--- src/rtl/conv3x3_window_mac.sv ---
// 3x3 signed multiply-accumulate over one kernel/image window per request.
// Reads both operand RAMs (1-cycle latency) and returns the sum with a done/ack handshake.
module conv3x3_window_mac #(
  parameter int IMG_W    = 48,
  parameter int DATA_W   = 8,
  parameter int ACC_W    = 20,
  parameter int A_ADDR_W = 4,
  parameter int B_ADDR_W = 13
) (
  input  logic                clk,
  input  logic                rst,
  input  logic                en,
  input  logic [A_ADDR_W-1:0] base_addrA,
  input  logic [B_ADDR_W-1:0] base_addrB,
  input  logic                ack,
  output logic [A_ADDR_W-1:0] addrA,
  input  logic [DATA_W-1:0]   dataA,
  output logic [B_ADDR_W-1:0] addrB,
  input  logic [DATA_W-1:0]   dataB,
  output logic [ACC_W-1:0]    result,
  output logic                done,
  output logic                busy
);

  typedef enum logic [2:0] {IDLE, FETCH, DRAIN, DONE, WAIT_ACK} state_t;

  state_t                     state, state_nxt;
  logic [A_ADDR_W-1:0]        base_a;
  logic [B_ADDR_W-1:0]        base_b;
  logic [B_ADDR_W-1:0]        row_off, row_off_nxt;
  logic [1:0]                 col, col_nxt;
  logic [3:0]                 k;
  logic [1:0]                 vld;
  logic                       issue;
  logic signed [ACC_W-1:0]    acc;
  logic signed [2*DATA_W-1:0] prod;
  logic signed [ACC_W-1:0]    prod_ext;

  assign prod     = $signed(dataA) * $signed(dataB);
  assign prod_ext = $signed({{(ACC_W-2*DATA_W){prod[2*DATA_W-1]}}, prod});
  assign busy     = (state != IDLE);
  assign issue    = ((state == IDLE) && en) || (state == FETCH);

  // Window walk: column 0..2, then step one image row down
  always_comb begin
    col_nxt     = col + 2'd1;
    row_off_nxt = row_off;
    if (col == 2'd2) begin
      col_nxt     = 2'd0;
      row_off_nxt = row_off + B_ADDR_W'(IMG_W);
    end
  end

  always_comb begin
    state_nxt = state;
    case (state)
      IDLE:     if (en) state_nxt = FETCH;
      FETCH:    if (k == 4'd7) state_nxt = DRAIN;
      DRAIN:    if (!vld[0]) state_nxt = DONE;
      DONE:     state_nxt = WAIT_ACK;
      WAIT_ACK: if (ack) state_nxt = IDLE;
      default:  state_nxt = IDLE;
    endcase
  end

  always_ff @(posedge clk) begin
    if (rst) state <= IDLE;
    else     state <= state_nxt;
  end

  // vld tracks taps in flight; a product is ready two edges after its address
  always_ff @(posedge clk) begin
    if (rst) begin
      base_a  <= '0;
      base_b  <= '0;
      row_off <= '0;
      col     <= '0;
      k       <= '0;
      vld     <= '0;
      acc     <= '0;
      addrA   <= '0;
      addrB   <= '0;
      result  <= '0;
      done    <= 1'b0;
    end else begin
      vld  <= {vld[0], issue};
      done <= (state == DONE);
      if (vld[1]) acc <= acc + prod_ext;
      case (state)
        IDLE: begin
          if (en) begin
            base_a  <= base_addrA;
            base_b  <= base_addrB;
            row_off <= '0;
            col     <= '0;
            k       <= '0;
            acc     <= '0;
            addrA   <= base_addrA;
            addrB   <= base_addrB;
          end
        end
        FETCH: begin
          k       <= k + 4'd1;
          col     <= col_nxt;
          row_off <= row_off_nxt;
          addrA   <= base_a + A_ADDR_W'(k + 4'd1);
          addrB   <= base_b + row_off_nxt + B_ADDR_W'(col_nxt);
        end
        DONE:    result <= acc;
        default: ;
      endcase
    end
  end

endmodule
--- config.mk ---
export PLATFORM = sky130hd
export DESIGN_NAME = conv3x3_window_mac
export DESIGN_NICKNAME = d
export VERILOG_FILES = /design/src/rtl/conv3x3_window_mac.sv
export SDC_FILE = /design/constraint.sdc
export NUM_CORES = 1
export LEC_CHECK = 0
export ABC_CLOCK_PERIOD_IN_PS = 6890
export BUFFER_PORTS_ARGS = -buffer_cell sky130_fd_sc_hd__buf_2
export CAP_MARGIN = 20
export CORE_MARGIN = 2
export CORE_UTILIZATION = 58
export CTS_BUF_LIST = sky130_fd_sc_hd__clkbuf_4 sky130_fd_sc_hd__clkbuf_8
export DETAILED_ROUTE_END_ITERATION = 8
export PLACE_DENSITY = 0.78
export SLEW_MARGIN = 5
export SYNTH_ARGS = -nofsm -noshare
export SYNTH_HDL_FRONTEND = slang
export SYNTH_SLANG_ARGS = --single-unit
--- constraint.sdc ---
create_clock -name clk -period 6.89 [get_ports clk]
set_input_delay 1.0335 -clock clk [delete_from_list [all_inputs] [get_ports clk]]
set_output_delay 1.0335 -clock clk [all_outputs]
set_load 0.01 [all_outputs]
Yosys cells after proc, flatten, opt, wreduce, memory -nomap -nowiden
Cells that the tools add are included.

Bits in registers: 99. Latch bits: 0. Memory bits (writable): 0. Memory bits (read-only): 0. Input port bits: 37. Output and inout bits: 39. Word-level logic and storage cells: 58. Memories: 0.

Add/sub/neg operators: 7. Multiply operators: 1. Divide/modulo/power cells: 0. Order comparisons: 0. Eq/ne operators: 10. Shift-type cells: 0. Muxes and demuxes: 20. Bitwise logic cells: 0. Reduce and logical (&&, ||, !) cells: 8.

Operators with widths (count): 20-bit two-way mux (3); 13-bit one-hot mux with 2 select lines (2); 13-bit two-way mux (3); 20-bit by 16-bit adder with 20-bit output (1); 8-bit by 8-bit multiplier with 16-bit output (1); 4-bit one-hot mux with 2 select lines (2); 3-bit one-hot mux with 5 select lines (1); 13-bit adder (1); 13-bit by 2-bit adder with 13-bit output (1); 13-bit by 6-bit adder with 13-bit output (second input constant) (1); 3-bit two-way mux (4); 4-bit two-way mux (2); 3-bit by 2-bit equality test with 1-bit output (second input constant) (2); 2-bit inequality test (second input constant) (3); 4-bit by 1-bit adder with 4-bit output (second input constant) (1); 4-bit adder (1); 4-bit by 3-bit equality test with 1-bit output (second input constant) (1); 2-bit two-way mux (2); 2-bit one-hot mux with 2 select lines (1); 2-bit AND reduction (2); 4-bit AND reduction (1); 3-bit by 1-bit equality test with 1-bit output (second input constant) (1); 3-bit equality test (second input constant) (1); 3-bit logical NOT (1); other kinds (7) (7).

Logic depth before layout (Yosys ltp)
Gate-level depths: netlist of run 1.

Depth in word-level cells: 5. Mapped depth: 19. Gate-level depth less buffers: 18.

Least setup slack after synthesis of run 1
OpenSTA, ideal clock, no wires.

Path kind: input port to flip-flop. Start: in dataB[1]. End: reg acc[16]. Library setup time: 0.062 ns. Data arrival time: 5.606 ns. Data required time: 6.828 ns. Setup slack: 1.222 ns. Stages: 13. Buffers on the path: 1. Path through: clkbuf_1 -> and2_1 -> fa_1 -> fa_1 -> fa_1 -> fa_1 -> ha_1 -> ha_1 -> a21o_1 -> nor3_1 -> a211oi_1 -> or4_1 -> nand3_1.

Word-level cells in the longest chain between the ends: 5.

Ends and longest elaborated chain: start: declaration (line 19) `input logic [DATA_W-1:0] dataB,`; 8-bit by 8-bit multiplier with 16-bit output (*) (line 39) `assign prod = $signed(dataA) * $signed(dataB);`; 20-bit by 16-bit adder with 20-bit output (*) (line 88) `if (vld[1]) acc <= acc + prod_ext;`; 20-bit two-way mux (*) (line 88); 20-bit two-way mux (line 91) `if (en) begin`; 20-bit two-way mux (*) (line 89) `case (state)`; end signal: assignment (line 88); end: declaration (line 35) `logic signed [ACC_W-1:0] acc;`.

Mark *: on every way between the ends. The rest lies on a longest branch, timed or not. A chain may end at the register's enable or synchronous reset.

Final worst setup path of run 1
Start: in dataB[0]. End: reg acc[19].

The elaborated chain is that of the path after synthesis.

==> results of run 1 <==
synth_stat cells, drive strengths merged (7+ instances only):
cell type,instances,area [sq um]
a21oi,75,375
a311oi,8,70.1
a31oi,7,43.8
and2,34,213
buf,9,55.1
clkbuf,25,93.8
dfxtp,95,1900
fa,90,1800
ha,70,876
inv,108,405
mux2i,9,90.1
nand2,140,528
nand2b,7,43.8
nand3,12,60.1
nand3b,8,60.1
nor2,57,221
nor3,12,60.1
o21ai,22,114
xnor2,22,193
xor2,15,131
power by group through the flow:
stage | clock network, mW | logic, mW | registers, mW
after global placement | 0 | 1.86 | 0.651
after detailed placement | 0 | 1.92 | 0.651
after floorplan | 0 | 1.51 | 0.635
final | 0.377 | 1.94 | 0.637
after CTS | 0.381 | 1.94 | 0.639
after global routing | 0.407 | 2.24 | 0.643
worst max-delay path, delay by kind of cell:
| family | cells | cell delay [ns] |
|---|---|---|
| adders and majority gates | 6 | 2.82 |
| buffers and inverters | 3 | 0.36 |
| and+or+nand+nor | 2 | 0.98 |
| AOI/OAI and AO/OA | 5 | 0.87 |
placed cells by master (no fill, tap or decap), types with 3 or more instances in the layout:
master and instances:
nor3b_1 3, nand3_1 12, a21oi_1 75, ha_1 70
nand3b_1 8, a211oi_1 5, buf_4 5, nand2_1 139
xnor2_1 22, o21ai_0 21, a21o_1 6, nand4_1 4
nand2b_1 7, inv_1 108, mux2i_1 9, a22oi_1 6
nor4_1 3, a311oi_1 8, o21a_1 5, dfxtp_1 95
fa_1 90, inv_6 3, a221oi_1 3, nor2_1 56
clkbuf_8 9, or3_1 5, xor2_1 15, buf_2 75
nor3_1 12, a31oi_1 7, and2_1 34, nor2b_1 4
o21bai_1 4
kinds of logic after synthesis:
group / count (synthesis)
AND/OR/NAND/NOR: 302
adder cells (fa/ha/maj): 160
AO/OA/AOI/OAI: 157
buffers and inverters: 143
flip-flops: 95
XOR/XNOR: 37
multiplexers: 11
flip-flops by register name (all words and copies together) (netlist names), 4 cells and up:
name,count
acc,20
result,20
addrB,13
base_b,13
row_off,9
addrA,4
base_a,4
k,4
routing by layer:
metal  up-vias  GRT usage  share of wire  wire [um]
met4         0     0.0625          0.019        308
met3        27     0.0329          0.038        629
li1       3078          -              -          -
met1      3018      0.335           0.46       7620
met2       140      0.412           0.48       8020
met5         -          0              0          0
path summary, 6_finish.rpt:
kind / to / from / slack [ns] / depth (start not counted)
max: acc[19]$_SDFF_PP0_ / dataB[0] / 1.06 / 16
min: result[0]$_SDFFE_PP0P_ / result[0]$_SDFFE_PP0P_ / 0.46 / 2
max reg2reg: acc[19]$_SDFF_PP0_ / acc[6]$_SDFF_PP0_ / 2.16 / 16
min reg2reg: result[0]$_SDFFE_PP0P_ / result[0]$_SDFFE_PP0P_ / 0.46 / 2
final cells by class:
cell class | instances | area (sq um)
Clock inverter | 7 | 77.6
Multi-Input combinational cell | 667 | 5520
Timing Repair Buffer | 81 | 440
Tap cell | 176 | 220
Fill cell | 1153 | 4650
Inverter | 109 | 409
Sequential cell | 95 | 1900
Clock buffer | 9 | 124
==> qor.yml, run 1 <==
power_and_ir_drop:
  p_int_mw: 1.60
  finalPower_mw: 2.96
  pwr-share-comb: 0.657
  p_sw_frac: 0.458
  pwr_density_cell_nw_per_um2: 340
  clockPowerShare: 0.127
  pwr-share-seq: 0.215
  cellLeakagePower_nw: 4.15
  power_switching_mw: 1.35
  vdd_ir_drop_max_mv: 0.308
logic_synthesis:
  synth_warnings: 0
  synth_xor_xnor_area_share: 0.0407
  synth_top_family_by_area: "adder cells"
  synth_nets: 1102
  synth-edff-count: 0
  synth-compound-area-share: 0.121
  synth_ff_type: "dfxtp_1"
  ys_async_sr_fraction: 0
  synth_fa_ha_area_frac: 0.336
  synthMuxAreaShare: 0.0141
  synthesis.area_sq_um: 7970
  yosys.area_share.simple: 0.180
  synth.distinct_cells: 59
  postSynthCellCount: 905
  synth_seq_cells: 95
  synth-seq-area-share: 0.239
  synth_area_per_cell_sq_um: 8.81
floorplanning:
  io_pins: 76
  core_area_sq_um: 13300
  num_rows: 42
  dieArea_sq_um: 14700
  initial_core_util: 0.597
  die_height_um: 121
  die_w_um: 121
timing:
  timing.fmax_mhz: 171
  min_period_ns: 5.83
  slew_violations: 0
  finalWorstSetupSlack_ns: 1.06
  final.setup_skew_ns: 0.0117
  finalSetupViolations: 0
  rsz0062_at_grt: "no"
  setup_tns_ns: 0
  min_period_over_period: 0.847
  worst_pin_slew_ns: 0.899
  slew_headroom: 0.399
  hold_slack_ns: 0.456
  hold_violations: 0
critical_path:
  slowest_delay_ns: 0.58
  crit_chain: "buf_2 > and2_1 > inv_1 > fa_1 > inv_1 > fa_1 > fa_1 > fa_1 > fa_1 > ha_1 > o21ai_0 > o21a_1 > or3_1 > a21boi_0 > o21ai_0 > a22o_1"
  path_common_cell: "fa_1"
  cp-start-kind: "input port"
  worst-endpoint-required_ns: 7.14
  critPathKind: "input port to flop"
  crit_arrival_ns: 6.09
  critPathMaxFanout: 13
  endpoint_kind: "flop"
  crit_slowest_cell: "and2_1"
outcome:
  status: "complete, no violations"
clock_tree:
  cts_hold_buf: 0
  cts.sinks: 95
  h-tree-depth: 3
  postCtsSetupRepairBufs: 0
  cts_buffers: 9
  cts.reportedPaths.clkPinSlew_ns: 0.10
  clock-root-buffer: "clkbuf_8"
  cts_resized: 0
  cts_tree: "yes"
  cts_max_path_buffers: 2
  insertion_delay_ns: 0.36
routing:
  drc_errors: 0
  routed_wl_um: 16600
  viasPerCell: 5.47
  antenna_left: 0
  wl_per_cell_um: 14.5
  first_iter_violations: 331
  first_pass_iters: 5
  vias: 6263
placement:
  port_buffers: 75
  place_ws_ns: 0.663
  finalWeightedCongestion: 0.878
  place_hpwl_um: 13000
  dpl_cell_area_sq_um: 8470
  dp.cells: 1127
finish:
  drive_above_1_share: 0.113
  final_area_sq_um: 8700
  instances_no_fill: 1144
  finish.utilization: 0.651
  nNetsFinal: 1160
  num_antenna_cells: 0
  synthToLayoutAreaGrowth_pct: 9.12
grt:
  grt_overflow: 0
  grt_max_degree: 47
  antenna_found_initial: 0
  grt_pass1_wl_um: 29100
  track_usage: 0.245
  grt_pass1_vias: 6232
run:
  cap_violations: 0
hold_path:
  min_path_type: "flop to flop"
Note: power is estimated with default switching activity, not from simulation.
==> inputs of run 2 (changes only) <==
--- a/config.mk
+++ b/config.mk
@@ -5,7 +5,7 @@
 export SDC_FILE = /design/constraint.sdc
 export NUM_CORES = 1
 export LEC_CHECK = 0
-export ABC_CLOCK_PERIOD_IN_PS = 6890
+export ABC_CLOCK_PERIOD_IN_PS = 5400
 export BUFFER_PORTS_ARGS = -buffer_cell sky130_fd_sc_hd__buf_2
 export CAP_MARGIN = 20
 export CORE_MARGIN = 2
==> constraint.sdc (replaced) <==
create_clock -name clk -period 5.4 [get_ports clk]
set_input_delay 0.81 -clock clk [delete_from_list [all_inputs] [get_ports clk]]
set_output_delay 0.81 -clock clk [all_outputs]
set_load 0.01 [all_outputs]
==> qor.yml, run 2 (synthesized netlist as in run 1, its figures left out) <==
power_and_ir_drop:
  p_int_mw: 2.17
  clockPowerShare: 0.126
  pwr-share-seq: 0.210
  pwr-share-comb: 0.664
  pwr_density_cell_nw_per_um2: 436
  cellLeakagePower_nw: 4.23
  p_sw_frac: 0.436
  vdd_ir_drop_max_mv: 0.356
  power_switching_mw: 1.68
timing:
  slew_headroom: 0.284
  worst_pin_slew_ns: 1.07
  hold_slack_ns: 0.460
  timing.fmax_mhz: 197
  final.setup_skew_ns: 0.00806
  slew_violations: 0
  rsz0062_at_grt: "no"
  min_period_over_period: 0.939
  hold_violations: 0
  min_period_ns: 5.07
  finalSetupViolations: 0
  finalWorstSetupSlack_ns: 0.332
finish:
  final_common_cell: "nand2_1"
  synthToLayoutAreaGrowth_pct: 10.7
  drive_above_1_share: 0.128
  nNetsFinal: 1176
  final_cell_mix: "nand2_1, inv_1, dfxtp_1"
  num_antenna_cells: 0
  largestRegisters: "acc (20), result (20)"
critical_path:
  crit_chain: "buf_2 > nand2b_1 > fa_1 > fa_1 > inv_1 > fa_1 > fa_1 > fa_1 > ha_1 > o21ai_0 > o21a_1 > or3_1 > a21boi_0 > o21ai_0 > a22o_1"
  critPathMaxFanout: 4
  cp_top_family: "adder cells"
  crit_slowest_cell: "fa_1"
  cp-start-kind: "input port"
  worst-endpoint-required_ns: 5.65
  crit_arrival_ns: 5.32
  worst-path-buf-inv: 2
  path_common_cell: "fa_1"
  slowest_delay_ns: 0.58
  endpoint_kind: "flop"
  critPathKind: "input port to flop"
routing:
  wl_per_cell_um: 14.1
  drc_errors: 0
  vias: 6312
  viasPerCell: 5.45
  antenna_left: 0
  first_iter_violations: 387
  first_pass_iters: 5
  routed_wl_um: 16300
floorplanning:
  dieArea_sq_um: 14700
  core_area_sq_um: 13300
  die_height_um: 121
  initial_core_util: 0.597
  die_w_um: 121
  io_pins: 76
  num_rows: 42
grt:
  grt_max_degree: 50
  antenna_found_initial: 0
  grt_pass1_wl_um: 28900
  grt_pass1_vias: 6327
  track_usage: 0.242
  grt_overflow: 0
clock_tree:
  cts_hold_buf: 0
  clock-root-buffer: "clkbuf_8"
  cts.reportedPaths.clkPinSlew_ns: 0.08
  cts.sinks: 95
  cts_tree: "yes"
  cts_resized: 0
  h-tree-depth: 3
  cts_max_path_buffers: 2
  cts_buffers: 9
  insertion_delay_ns: 0.36
  postCtsSetupRepairBufs: 0
run:
  cap_violations: 0
outcome:
  status: "complete, no violations"
placement:
  place_ws_ns: -0.0588
  port_buffers: 75
  finalWeightedCongestion: 0.889
  place_hpwl_um: 13000
hold_path:
  min_path_type: "flop to flop"
## run 2: cell types whose count changed in the layout (fill, tap and decap cells not counted)
cell / before / now
buf_4: 5 / 21
clkinv_2: 1 / 0
inv_6: 3 / 1
and2_2: 0 / 2
clkinv_4: 1 / 0
clkbuf_8: 9 / 11
and2_1: 34 / 32
clkinvlp_4: 1 / 0
clkbuf_4: 0 / 2
## run 2: area by class of cell
type                    count  area (sq um)
multi-input cells         667          5530
clock buffers              13           166
fillers                  1145          4530
clock inverters             2          38.8
flip-flops and latches     95          1900
inverters                 109           409
repair buffers             97           561
well taps                 176           220
## run 2: path summary, 6_finish.rpt
check                         startpoint                      to  slack (ns)  cells past startpoint
setup / recovery                dataA[0]      acc[19]$_SDFF_PP0_        0.33                     15
hold / removal    result[1]$_SDFFE_PP0P_  result[1]$_SDFFE_PP0P_        0.46                      2
setup reg to reg       acc[6]$_SDFF_PP0_      acc[19]$_SDFF_PP0_        0.71                     16
hold reg to reg   result[1]$_SDFFE_PP0P_  result[1]$_SDFFE_PP0P_        0.46                      2
## run 2: power groups by stage
stage               combinational [mW]  sequential (mW)  clock [mW]
floorplan                         1.93            0.811           0
global route                      2.98            0.815       0.521
detailed placement                2.57            0.826           0
global placement                  2.50            0.827           0
finish                            2.56            0.807       0.485
CTS                               2.58            0.811       0.492
## run 2: metrics by stage
step                      power, mW   util  std cells  area, sq um  setup TNS [ns]
after floorplan                2.74      -        905         7970               0
after global placement         3.32  0.644       1143         8590               0
after detailed placement       3.39  0.644       1143         8590         -0.0742
after CTS                      3.88  0.659       1158         8790               0
after global routing           4.32  0.661       1159         8820               0
final                          3.85  0.661       1159         8820               0
## run 2: worst register-to-register path: stages, from the launching register on
cell and delay, ns:
dfxtp_1 0.36, inv_1 0.08, fa_1 0.53, inv_1 0.05, fa_1 0.50, inv_1 0.05
fa_1 0.48, inv_1 0.06, fa_1 0.43, fa_1 0.45, ha_1 0.31, o21ai_0 0.11
o21a_1 0.21, or3_1 0.40, a21boi_0 0.26, o21ai_0 0.13, a22o_1 0.19
## run 2: per-layer routing
metal | routed length (um) | track usage
met5 | 0 | 0
met4 | 144 | 0.0374
met3 | 720 | 0.0418
met2 | 7870 | 0.409
met1 | 7610 | 0.334
==> inputs of run 3 (changes only) <==
--- a/config.mk
+++ b/config.mk
@@ -5,14 +5,15 @@
 export SDC_FILE = /design/constraint.sdc
 export NUM_CORES = 1
 export LEC_CHECK = 0
-export ABC_CLOCK_PERIOD_IN_PS = 5400
+export ABC_CLOCK_PERIOD_IN_PS = 4250
 export BUFFER_PORTS_ARGS = -buffer_cell sky130_fd_sc_hd__buf_2
 export CAP_MARGIN = 20
 export CORE_MARGIN = 2
-export CORE_UTILIZATION = 58
+export CORE_UTILIZATION = 56
 export CTS_BUF_LIST = sky130_fd_sc_hd__clkbuf_4 sky130_fd_sc_hd__clkbuf_8
 export DETAILED_ROUTE_END_ITERATION = 8
-export PLACE_DENSITY = 0.78
+export PLACE_DENSITY = 0.79
+export SETUP_SLACK_MARGIN = 0.5
 export SLEW_MARGIN = 5
 export SYNTH_ARGS = -nofsm -noshare
 export SYNTH_HDL_FRONTEND = slang
==> constraint.sdc (replaced) <==
create_clock -name clk -period 4.25 [get_ports clk]
set_input_delay 0.6375 -clock clk [delete_from_list [all_inputs] [get_ports clk]]
set_output_delay 0.6375 -clock clk [all_outputs]
set_load 0.01 [all_outputs]
==> qor.yml, run 3 (synthesized netlist as in run 1, its figures left out) <==
floorplanning:
  io_pins: 76
  die_w_um: 123
  num_rows: 43
  core_area_sq_um: 13900
  die_height_um: 123
  dieArea_sq_um: 15200
  initial_core_util: 0.574
timing:
  hold_violations: 0
  slew_headroom: 0.264
  rsz0062_at_grt: "yes"
  hold_slack_ns: 0.462
  final.setup_skew_ns: 0.00588
  min_period_ns: 4.58
  finalSetupViolations: 11
  slew_violations: 0
  min_period_over_period: 1.08
  worst_pin_slew_ns: 1.10
  finalWorstSetupSlack_ns: -0.327
  timing.fmax_mhz: 218
routing:
  first_pass_iters: 5
  drc_errors: 0
  wl_per_cell_um: 16.3
  viasPerCell: 5.53
  antenna_left: 0
  first_iter_violations: 325
  vias: 6852
  routed_wl_um: 20100
hold_path:
  holdCritStartpoint: "result[4]$_SDFFE_PP0P_"
  hold_end: "result[4]$_SDFFE_PP0P_"
  hold_path_depth: 2
  min_path_type: "flop to flop"
critical_path:
  r2r-end: "acc[12]$_SDFF_PP0_"
  cp-start-kind: "input port"
  crit_arrival_ns: 4.89
  slowest_delay_ns: 0.57
  path_common_cell: "fa_1"
  crit_chain: "buf_12 > buf_6 > buf_4 > nand2_1 > fa_1 > inv_1 > fa_1 > ha_4 > fa_1 > ha_4 > inv_1 > fa_2 > nor2b_1 > o21a_1 > o21ai_4 > buf_4 > a21oi_4 > mux2_4 > a21oi_2"
  worst-endpoint-required_ns: 4.56
  r2r-start: "acc[4]$_SDFF_PP0_"
  critPathKind: "input port to flop"
  crit_slowest_cell: "fa_1"
  endpoint_kind: "flop"
  critPathMaxFanout: 7
  reg2reg_depth: 19
  rrSetupSlack_ns: -0.29
outcome:
  violations: "negative setup slack"
  status: "complete, but fails checks"
clock_tree:
  h-tree-depth: 3
  cts_max_path_buffers: 2
  cts_buffers: 9
  cts_tree: "yes"
  cts_hold_buf: 0
  clock-root-buffer: "clkbuf_8"
  cts.sinks: 95
  insertion_delay_ns: 0.37
  cts.reportedPaths.clkPinSlew_ns: 0.09
finish:
  synthToLayoutAreaGrowth_pct: 26.8
  final_common_cell: "nand2_1"
  instances_no_fill: 1238
  final_cell_mix: "nand2_1, dfxtp_1, inv_1"
  num_antenna_cells: 0
  largestRegisters: "acc (20), result (20)"
  nNetsFinal: 1250
  drive_above_1_share: 0.281
grt:
  grt_max_degree: 67
  grt_pass1_wl_um: 31100
  grt_pass1_vias: 6694
  grt_overflow: 0
  antenna_found_initial: 0
  track_usage: 0.261
placement:
  place_ws_ns: -0.820
  port_buffers: 75
  place_hpwl_um: 14200
  dp.cells: 1200
  finalWeightedCongestion: 0.840
power_and_ir_drop:
  vdd_ir_drop_max_mv: 0.601
  cellLeakagePower_nw: 4.67
  pwr_density_cell_nw_per_um2: 707
run:
  cap_violations: 0
[run 3: where the power goes]
group	total, mW	internal [mW]	switching (mW)
clock network	0.534	0.207	0.326
registers	1.03	0.956	0.0694
logic	5.59	2.94	2.65
total	7.15	4.11	3.04
[run 3: cell type report]
type,count,area (sq um)
fill,961,3770
sequential,95,1900
timing repair buffer,171,1290
clock inverter,7,40.0
multi-input combinational,667,6110
inverter,109,414
clock buffer,9,124
tap,180,225
[run 3: repair_timing]
item,4_1_cts,5_1_grt
pin swaps,29,56
endpoints found under the setup margin,15,15
setup buffers,11,11
resized for setup,59,66
cloned,0,0
[run 3: routing by layer]
metal / up-vias / part of all wire / GRT usage
li1: 3264 / - / -
met1: 3349 / 0.42 / 0.328
met2: 191 / 0.51 / 0.457
met3: 48 / 0.042 / 0.0387
met4: 0 / 0.027 / 0.0895
met5: - / 0 / 0
[run 3: worst max path at each step]
stage                         from                 end
after floorplan           dataA[7]  acc[17]$_SDFF_PP0_
after global placement    dataB[7]  acc[17]$_SDFF_PP0_
after detailed placement  dataB[7]  acc[17]$_SDFF_PP0_
after CTS                 dataA[0]  acc[17]$_SDFF_PP0_
after global routing      dataA[4]  acc[12]$_SDFF_PP0_
final                     dataA[4]  acc[12]$_SDFF_PP0_
[run 3: critical path, delay by kind of cell]
| kind | cells | cell delay, ns |
|---|---|---|
| buffers and inverters | 6 | 0.58 |
| adders and majority gates | 6 | 2.51 |
| muxes | 1 | 0.32 |
| AOI/OAI and AO/OA | 4 | 0.57 |
| and+or+nand+nor | 2 | 0.26 |
[run 3: metrics by stage]
stage	area, sq um	utilization	total power [mW]	setup TNS (ns)
finish	10100	0.728	7.15	-2.64
global route	10100	0.728	7.75	-3.65
CTS	9700	0.699	6.31	-1.87
detailed placement	9190	0.662	5.36	-7.58
global placement	9190	0.662	5.25	-6.74
floorplan	8170	-	3.95	-3.63
